==> src/rtl/collide_arbiter_pkg.sv <==
// Grid and arbiter parameters shared by the collision-check arbiter slice.
// Holds the grid geometry, requester count, checker latency and FSM state type.
package collide_arbiter_pkg;

  localparam int X_bits       = 8;
  localparam int Y_bits       = 7;
  localparam int PIXELS_X     = 160;
  localparam int PIXELS_Y     = 120;

  localparam int REQ_num      = 4;
  localparam int REQ_num_bits = 2;
  localparam int CHECK_LAT    = 2;

  // Wide enough to hold CHECK_LAT-1; never narrower than one bit.
  localparam int LAT_bits     = (CHECK_LAT > 1) ? $clog2(CHECK_LAT) : 1;

  typedef enum logic [1:0] {
    IDLE    = 2'd0,
    CHECK   = 2'd1,
    RESPOND = 2'd2
  } arb_state_e;

  function automatic logic [REQ_num-1:0] idx_to_onehot(input logic [REQ_num_bits-1:0] idx);
    return {{(REQ_num-1){1'b0}}, 1'b1} << idx;
  endfunction

endpackage

==> src/rtl/collide_arbiter_if.sv <==
// Requester and checker bus of the collision arbiter.
// Handshake: a requester holds req and req_x/req_y until it sees its grant bit (one-cycle pulse); its done bit pulses once later with result valid in that cycle only.
interface collide_arbiter_if;
  import collide_arbiter_pkg::*;

  logic [REQ_num-1:0]             req;
  logic [REQ_num-1:0][X_bits-1:0] req_x;
  logic [REQ_num-1:0][Y_bits-1:0] req_y;
  logic [REQ_num-1:0]             grant;
  logic [REQ_num-1:0]             done;
  logic                           result;
  logic                           busy;
  logic [X_bits-1:0]              collide_x;
  logic [Y_bits-1:0]              collide_y;
  logic                           collision;
  logic [REQ_num_bits-1:0]        owner_o;
  arb_state_e                     state_o;

  modport slave (
    input  req, req_x, req_y, collision,
    output grant, done, result, busy, collide_x, collide_y, owner_o, state_o
  );

  modport master (
    output req, req_x, req_y, collision,
    input  grant, done, result, busy, collide_x, collide_y, owner_o, state_o
  );

endinterface

==> src/rtl/collide_arbiter_rr_picker.sv <==
// Combinational winner selection: requester 0 wins outright in setup mode,
// otherwise the first requesting index found scanning upward from rr_ptr.
module collide_arbiter_rr_picker
  import collide_arbiter_pkg::*;
(
  input  logic [REQ_num-1:0]      req,
  input  logic [REQ_num_bits-1:0] rr_ptr,
  input  logic                    SETUP_MODE,
  output logic                    any,
  output logic [REQ_num_bits-1:0] w
);

  assign any = |req;

  always_comb begin
    logic [REQ_num_bits:0] slot;
    logic                  found;
    w     = '0;
    found = 1'b0;
    slot  = '0;
    if (SETUP_MODE && req[0]) begin
      found = 1'b1;
    end
    for (int i = 0; i < REQ_num; i++) begin
      // Modulo done by one conditional subtract so REQ_num need not be a power of two.
      slot = {1'b0, rr_ptr} + (REQ_num_bits+1)'(i);
      if (slot >= (REQ_num_bits+1)'(REQ_num)) begin
        slot = slot - (REQ_num_bits+1)'(REQ_num);
      end
      if (!found && req[slot[REQ_num_bits-1:0]]) begin
        w     = slot[REQ_num_bits-1:0];
        found = 1'b1;
      end
    end
  end

endmodule

==> src/rtl/collide_arbiter.sv <==
// Shares one fixed-latency collision checker among REQ_num requesters,
// one check in flight at a time, round-robin with a setup-mode override for requester 0.
module collide_arbiter
  import collide_arbiter_pkg::*;
(
  input  logic               Clk,
  input  logic               RESET_SIM,
  input  logic               SETUP_MODE,
  collide_arbiter_if.slave   bus
);

  arb_state_e              state_q, state_d;
  logic [LAT_bits-1:0]     lat_q, lat_d;
  logic [REQ_num_bits-1:0] owner_q, owner_d;
  logic [REQ_num_bits-1:0] rr_q, rr_d;
  logic [REQ_num-1:0]      grant_q, grant_d;
  logic [REQ_num-1:0]      done_q, done_d;
  logic                    result_q, result_d;
  logic [X_bits-1:0]       cx_q, cx_d;
  logic [Y_bits-1:0]       cy_q, cy_d;

  logic                    pick_any;
  logic [REQ_num_bits-1:0] pick_w;

  collide_arbiter_rr_picker u_picker (
    .req        (bus.req),
    .rr_ptr     (rr_q),
    .SETUP_MODE (SETUP_MODE),
    .any        (pick_any),
    .w          (pick_w)
  );

  always_ff @(posedge Clk or posedge RESET_SIM) begin
    if (RESET_SIM) begin
      state_q  <= IDLE;
      lat_q    <= '0;
      owner_q  <= '0;
      rr_q     <= '0;
      grant_q  <= '0;
      done_q   <= '0;
      result_q <= 1'b0;
      cx_q     <= '0;
      cy_q     <= '0;
    end else begin
      state_q  <= state_d;
      lat_q    <= lat_d;
      owner_q  <= owner_d;
      rr_q     <= rr_d;
      grant_q  <= grant_d;
      done_q   <= done_d;
      result_q <= result_d;
      cx_q     <= cx_d;
      cy_q     <= cy_d;
    end
  end

  // grant/done/result are pulses: they default to zero and are only set on the transition edge.
  always_comb begin
    state_d  = state_q;
    lat_d    = lat_q;
    owner_d  = owner_q;
    rr_d     = rr_q;
    grant_d  = '0;
    done_d   = '0;
    result_d = 1'b0;
    cx_d     = cx_q;
    cy_d     = cy_q;
    unique case (state_q)
      IDLE: begin
        if (pick_any) begin
          cx_d    = bus.req_x[pick_w];
          cy_d    = bus.req_y[pick_w];
          owner_d = pick_w;
          grant_d = idx_to_onehot(pick_w);
          lat_d   = LAT_bits'(CHECK_LAT - 1);
          state_d = CHECK;
        end
      end
      CHECK: begin
        if (lat_q != '0) begin
          lat_d = lat_q - LAT_bits'(1);
        end else begin
          result_d = bus.collision;
          done_d   = idx_to_onehot(owner_q);
          state_d  = RESPOND;
        end
      end
      RESPOND: begin
        rr_d    = (owner_q == REQ_num_bits'(REQ_num - 1)) ? '0 : owner_q + REQ_num_bits'(1);
        state_d = IDLE;
      end
      default: begin
        state_d = IDLE;
      end
    endcase
  end

  assign bus.grant     = grant_q;
  assign bus.done      = done_q;
  assign bus.result    = result_q;
  assign bus.busy      = (state_q != IDLE);
  assign bus.collide_x = cx_q;
  assign bus.collide_y = cy_q;
  assign bus.owner_o   = owner_q;
  assign bus.state_o   = state_q;

endmodule

==> src/flat_wrapper.sv <==
// flat-port wrapper written by rule: the top's interface ports become plain ports
module collide_arbiter_flat import collide_arbiter_pkg::*;
  (Clk, RESET_SIM, SETUP_MODE, bus_req, bus_req_x, bus_req_y, bus_collision, bus_grant, bus_done, bus_result, bus_busy, bus_collide_x, bus_collide_y, bus_owner_o, bus_state_o);
  collide_arbiter_if bus_i ();
  input  logic Clk;
  input  logic RESET_SIM;
  input  logic SETUP_MODE;
  input wire logic [$bits(bus_i.req)-1:0] bus_req;
  input wire logic [$bits(bus_i.req_x)-1:0] bus_req_x;
  input wire logic [$bits(bus_i.req_y)-1:0] bus_req_y;
  input wire logic [$bits(bus_i.collision)-1:0] bus_collision;
  output wire logic [$bits(bus_i.grant)-1:0] bus_grant;
  output wire logic [$bits(bus_i.done)-1:0] bus_done;
  output wire logic [$bits(bus_i.result)-1:0] bus_result;
  output wire logic [$bits(bus_i.busy)-1:0] bus_busy;
  output wire logic [$bits(bus_i.collide_x)-1:0] bus_collide_x;
  output wire logic [$bits(bus_i.collide_y)-1:0] bus_collide_y;
  output wire logic [$bits(bus_i.owner_o)-1:0] bus_owner_o;
  output wire logic [$bits(bus_i.state_o)-1:0] bus_state_o;
  assign bus_i.req = bus_req;
  assign bus_i.req_x = bus_req_x;
  assign bus_i.req_y = bus_req_y;
  assign bus_i.collision = bus_collision;
  assign bus_grant = bus_i.grant;
  assign bus_done = bus_i.done;
  assign bus_result = bus_i.result;
  assign bus_busy = bus_i.busy;
  assign bus_collide_x = bus_i.collide_x;
  assign bus_collide_y = bus_i.collide_y;
  assign bus_owner_o = bus_i.owner_o;
  assign bus_state_o = bus_i.state_o;
  collide_arbiter u_core (.Clk(Clk), .RESET_SIM(RESET_SIM), .SETUP_MODE(SETUP_MODE), .bus(bus_i));
endmodule
==> config.mk <==
export PLATFORM = sky130hd
export DESIGN_NAME = collide_arbiter_flat
export DESIGN_NICKNAME = d
export VERILOG_FILES = /design/src/rtl/collide_arbiter_pkg.sv /design/src/rtl/collide_arbiter_if.sv /design/src/rtl/collide_arbiter_rr_picker.sv /design/src/rtl/collide_arbiter.sv /design/src/flat_wrapper.sv
export SDC_FILE = /design/constraint.sdc
export NUM_CORES = 1
export LEC_CHECK = 0
export CAP_MARGIN = 25
export CORE_MARGIN = 3
export CORE_UTILIZATION = 49
export DETAILED_ROUTE_END_ITERATION = 8
export PLACE_DENSITY = 0.86
export SLEW_MARGIN = 20
export SYNTH_ARGS = -nofsm -noshare
export SYNTH_HDL_FRONTEND = slang
export SYNTH_SLANG_ARGS = --single-unit
==> constraint.sdc <==
create_clock -name Clk -period 6 [get_ports Clk]
set_clock_uncertainty 0.05 [all_clocks]
set_input_delay 0.9 -clock Clk [delete_from_list [all_inputs] [get_ports Clk]]
set_output_delay 0.9 -clock Clk [all_outputs]
set_load 0.02 [all_outputs]
==> flow_summary.html <==
<table>
<tr><th>Metric</th><th>Value</th></tr>
<tr><th colspan="2">Worst hold path</th></tr>
<tr><td>Worst min-delay path category</td><td>flip-flop to flip-flop</td></tr>
<tr><th colspan="2">Synthesis</th></tr>
<tr><td>Proportion of netlist area held by the largest area contributor</td><td>0.2845</td></tr>
<tr><td>Post-synthesis cell area</td><td>between 0.002 and 0.003 mm2</td></tr>
<tr><td>Sequential share of the synthesized area</td><td>0.2845</td></tr>
<tr><td>Count of different cell masters after synthesis</td><td>47</td></tr>
<tr><td>Main synth FF type</td><td>sky130_fd_sc_hd__dfrtp_1</td></tr>
<tr><td>Average size of a mapped cell</td><td>between 9 and 10 um2</td></tr>
<tr><td>Post-synthesis instance total</td><td>between 200 and 300</td></tr>
<tr><td>Count of state elements after synthesis</td><td>31</td></tr>
<tr><td>Library cell occupying the most area in the post-synthesis netlist</td><td>sky130_fd_sc_hd__dfrtp_1</td></tr>
<tr><td>Net Count, Synth</td><td>370</td></tr>
<tr><td>Number of flops mapped to enable cells by yosys</td><td>0</td></tr>
<tr><td>Fraction of registers with async set/reset</td><td>1.000</td></tr>
<tr><td>Top cells by area, synth</td><td>sky130_fd_sc_hd__dfrtp_1, sky130_fd_sc_hd__a2111o_1, sky130_fd_sc_hd__a32oi_1</td></tr>
<tr><td>Synthesis Warnings</td><td>0</td></tr>
<tr><th colspan="2">Power</th></tr>
<tr><td>Sequential share of power</td><td>0.251</td></tr>
<tr><td>Int Power</td><td>approximately 810 uW</td></tr>
<tr><td>Clock group share of total power</td><td>0.122</td></tr>
<tr><td>LEAKAGE</td><td>about 1.4 nW</td></tr>
<tr><td>P per Cell Area</td><td>slightly above 400 mW/mm2</td></tr>
<tr><td>Proportion of total power due to net switching</td><td>0.4646</td></tr>
<tr><td>Total net switching power</td><td>roughly 700 uW</td></tr>
<tr><td>Logic gate share of total power</td><td>0.627</td></tr>
<tr><td>Worst IR drop on VDD</td><td>0.3462 mV</td></tr>
<tr><th colspan="2">Clock tree</th></tr>
<tr><td>Clock tree from TritonCTS</td><td>done</td></tr>
<tr><td>Clock-pin transition on the worst setup and hold timing paths</td><td>70 ps</td></tr>
<tr><td>Number of buffers between clock root and the deepest sink</td><td>2</td></tr>
<tr><td>Cts hold-fix bufs</td><td>0</td></tr>
<tr><td>Clock tree sinks</td><td>31</td></tr>
<tr><td>Number of H-tree levels</td><td>2</td></tr>
<tr><td>Clock root cell</td><td>sky130_fd_sc_hd__clkbuf_8</td></tr>
<tr><td>Buffers inserted by post-CTS timing repair</td><td>0</td></tr>
<tr><td>Clock latency on the worst-skew pair</td><td>~280 ps</td></tr>
<tr><td>Number of buffers created by CTS</td><td>5</td></tr>
<tr><td>Number of resized instances in the post-cts repair step</td><td>0</td></tr>
<tr><th colspan="2">Place</th></tr>
<tr><td>Final GP Congestion</td><td>around 0.76</td></tr>
<tr><td>Port Buffer Count</td><td>96</td></tr>
<tr><td>DPL Wire Length</td><td>5.615 mm</td></tr>
<tr><td>Pre-CTS WS</td><td>2537 ps</td></tr>
<tr><td>Number of placed cells counting well taps</td><td>around 430</td></tr>
<tr><th colspan="2">Layout</th></tr>
<tr><td>Antenna diode count</td><td>0</td></tr>
<tr><td>Number of fill cells</td><td>405</td></tr>
<tr><td>Sequential standard cell area</td><td>775.7 um2</td></tr>
<tr><td>Non-filler instance count after layout</td><td>between 400 and 500</td></tr>
<tr><td>Area added between synthesis and finish</td><td>36.67%</td></tr>
<tr><td>Final nets</td><td>between 400 and 500</td></tr>
<tr><td>Fraction of final layout cells sized beyond drive strength 1</td><td>0.09066</td></tr>
<tr><td>Area of the multi-input gates</td><td>between 0.0015 and 0.002 mm2</td></tr>
<tr><th colspan="2">Timing</th></tr>
<tr><td>Total negative slack for setup checks</td><td>0 ps</td></tr>
<tr><td>Highest Clock Rate</td><td>between 300 and 400 MHz</td></tr>
<tr><td># setup viols final</td><td>0</td></tr>
<tr><td>Slack of the critical path</td><td>about 2800 ps</td></tr>
<tr><td>Worst Tran Pin Value</td><td>between 700 and 800 ps</td></tr>
<tr><td>Worst max-slew margin expressed relative to the limit</td><td>0.5088</td></tr>
<tr><td>Number of endpoints with negative hold slack in the final report</td><td>0</td></tr>
<tr><td>Share of the clock period used by the worst path</td><td>0.5340</td></tr>
<tr><td>RSZ-0062 raised after global routing</td><td>no</td></tr>
<tr><td>Fin. max-slew vios</td><td>0</td></tr>
<tr><td>Final critical path time including I/O delays and setup</td><td>~3200 ps</td></tr>
<tr><th colspan="2">Worst setup path</th></tr>
<tr><td>Largest fanout of any net on the critical path</td><td>39</td></tr>
<tr><td>Kind of critical path</td><td>primary input to flip-flop</td></tr>
<tr><td>Arrival time worst endpoint</td><td>3370 ps</td></tr>
<tr><td>Worst Setup End Kind</td><td>flip-flop</td></tr>
<tr><td>Max incr delay on CP</td><td>690 ps</td></tr>
<tr><td>Slowest cell on crit path</td><td>sky130_fd_sc_hd__clkdlybuf4s50_1</td></tr>
<tr><td>Critical path data required time</td><td>6170 ps</td></tr>
<tr><td>CP Cell Sequence</td><td>clkdlybuf4s50_1 &gt; nor4_1 &gt; or2_2 &gt; a21oi_2 &gt; o221ai_1 &gt; nand3_1</td></tr>
<tr><td>Startpoint class of the critical path</td><td>primary input</td></tr>
<tr><th colspan="2">Floorplan</th></tr>
<tr><td>Boundary Pins</td><td>97</td></tr>
<tr><td>Site Rows</td><td>26</td></tr>
<tr><td>Initial core utilization</td><td>0.5205</td></tr>
<tr><td>Die Height</td><td>between 80 and 90 um</td></tr>
<tr><td>X dimension of the die</td><td>around 81 um</td></tr>
<tr><td>Die area</td><td>around 0.0065 mm2</td></tr>
<tr><td>Core area</td><td>between 0.005 and 0.006 mm2</td></tr>
<tr><th colspan="2">Global route</th></tr>
<tr><td>Vias in the first global route</td><td>2754</td></tr>
<tr><td>Maximum number of pins on one net before global-route repair</td><td>47</td></tr>
<tr><td>Overall fraction of global-route tracks in use</td><td>0.2688</td></tr>
<tr><td>Overflow left after global routing</td><td>0</td></tr>
<tr><td>Number of antenna violations at the first check in global routing</td><td>0</td></tr>
<tr><td>Wire length of the first global-routing pass</td><td>around 14 mm</td></tr>
<tr><th colspan="2">Detailed routing</th></tr>
<tr><td>Drt pass-1 iters</td><td>4</td></tr>
<tr><td>Via/cell ratio</td><td>6.827</td></tr>
<tr><td>Total via count after detailed routing</td><td>approximately 3000</td></tr>
<tr><td>1st-iter DRT viols</td><td>350</td></tr>
<tr><td>Drt total wl</td><td>about 8.6 mm</td></tr>
<tr><td>ANT nets after route</td><td>0</td></tr>
<tr><td>Number of DRC violations after detailed routing</td><td>0</td></tr>
<tr><td>Mean routed wirelength per cell</td><td>a little under 20 um</td></tr>
<tr><th colspan="2">Run</th></tr>
<tr><td>Maximum capacitance violations</td><td>0</td></tr>
<tr><th colspan="2">Outcome</th></tr>
<tr><td>Outcome</td><td>finished clean</td></tr>
</table>
==> placed cells by master (no fill, tap or decap), types with 15 or more instances in the layout <==
cell type and n:
sky130_fd_sc_hd__a2111o_1 15, sky130_fd_sc_hd__clkdlybuf4s50_1 96, sky130_fd_sc_hd__o221ai_1 15, sky130_fd_sc_hd__nand3_1 16, sky130_fd_sc_hd__o31ai_1 16, sky130_fd_sc_hd__o31a_1 15, sky130_fd_sc_hd__dfrtp_1 31, sky130_fd_sc_hd__or4_1 15
sky130_fd_sc_hd__nand4_1 15, sky130_fd_sc_hd__a32oi_1 16, sky130_fd_sc_hd__and4_1 15
==> final timing paths <==
check | start | depth (start not counted) | slack, ps | to
setup reg to reg | u_core.bus.state_o[1] | 5 | 3470 | u_core.bus.collide_x[6]
hold reg to reg | u_core.bus.collide_x[4] | 2 | 470 | u_core.bus.collide_x[4]
setup / recovery | bus_req[3] | 6 | 2800 | u_core.bus.collide_x[6]
max in group asynchronous | RESET_SIM | 3 | 4660 | u_core.bus.done[1]
hold / removal | u_core.bus.collide_x[4] | 2 | 470 | u_core.bus.collide_x[4]
min in group asynchronous | RESET_SIM | 3 | 940 | u_core.bus.collide_x[0]
==> power by group through the flow <==
| stage | logic [mW] | registers [mW] | clock network [mW] |
|---|---|---|---|
| after floorplan | 0.561 | 0.446 | 0 |
| after global placement | 0.919 | 0.379 | 0 |
| after detailed placement | 0.934 | 0.381 | 0 |
| after CTS | 0.939 | 0.378 | 0.186 |
| after global routing | 1.03 | 0.389 | 0.194 |
| final | 0.949 | 0.380 | 0.185 |
==> layer usage <==
metal	wire, um	vias to the layer above	global-route usage
met5	0	-	0
met4	66	0	0.06757
met3	767	10	0.05269
met2	4026	171	0.4065
met1	3712	1415	0.3913
li1	-	1367	-
==> logic make-up after synthesis <==
group	after synthesis	share of synthesized area
flip-flops	31	0.2845
multiplexers	2	0.007802
buffers and inverters	53	0.09867
adder cells (fa/ha/maj)	4	0.01836
AND/OR/NAND/NOR	96	0.2272
AO/OA/AOI/OAI	111	0.3603
XOR/XNOR	1	0.003213
==> metrics by stage <==
stage               utilization  area (um2)  power (mW)  hold WS (ps)
CTS                      0.7062        3699       1.503         469.2
detailed placement       0.6871        3598       1.314         452.5
global route             0.7114        3726       1.616         486.7
finish                   0.7114        3726       1.514         469.8
floorplan                     -        2726       1.007         412.6
global placement         0.6871        3598       1.298         435.6
==> cell usage after synthesis, types with 3 or more instances <==
cell type                  number
sky130_fd_sc_hd__a2111o_1      15
sky130_fd_sc_hd__a31o_1         9
sky130_fd_sc_hd__a31o_2         6
sky130_fd_sc_hd__a32oi_1       16
sky130_fd_sc_hd__and2_1         5
sky130_fd_sc_hd__and3_1         3
sky130_fd_sc_hd__and4_1        15
sky130_fd_sc_hd__buf_2         20
sky130_fd_sc_hd__buf_6          5
sky130_fd_sc_hd__clkbuf_1      19
sky130_fd_sc_hd__dfrtp_1       31
sky130_fd_sc_hd__ha_1           4
sky130_fd_sc_hd__inv_1          7
sky130_fd_sc_hd__nand2_1        7
sky130_fd_sc_hd__nand2b_1       5
sky130_fd_sc_hd__nand3_1       16
sky130_fd_sc_hd__nand4_1       15
sky130_fd_sc_hd__nor3_1         3
sky130_fd_sc_hd__o21ai_0        3
sky130_fd_sc_hd__o221ai_1      16
sky130_fd_sc_hd__o31a_1        15
sky130_fd_sc_hd__o31ai_1       16
sky130_fd_sc_hd__or4_1         15
==> sequential cells by signal, indices dropped and copies added, names as in the netlist <==
name and cells:
u_core.bus.collide_y 7, u_core.rr_q 2, u_core.bus.grant 4, u_core.lat_q 1
u_core.bus.state_o 2, u_core.bus.collide_x 8, u_core.bus.done 4, u_core.bus.result 1
u_core.bus.owner_o 2
==> worst max-delay path: cells and delay by family <==
| kind | cells | cell delay, ps |
|---|---|---|
| compound gates | 2 | 940 |
| buf+inv | 1 | 690 |
| simple gates | 3 | 840 |
==> area by class of cell <==
cell class | instances | share of cell area
sequential | 31 | 0.2082
clock buffer | 8 | 0.02686
multi-input combinational | 214 | 0.4550
timing repair buffer | 104 | 0.2794
tap | 70 | 0.02351
inverter | 7 | 0.007052
No activity file was read; power rests on OpenSTA's default activity.
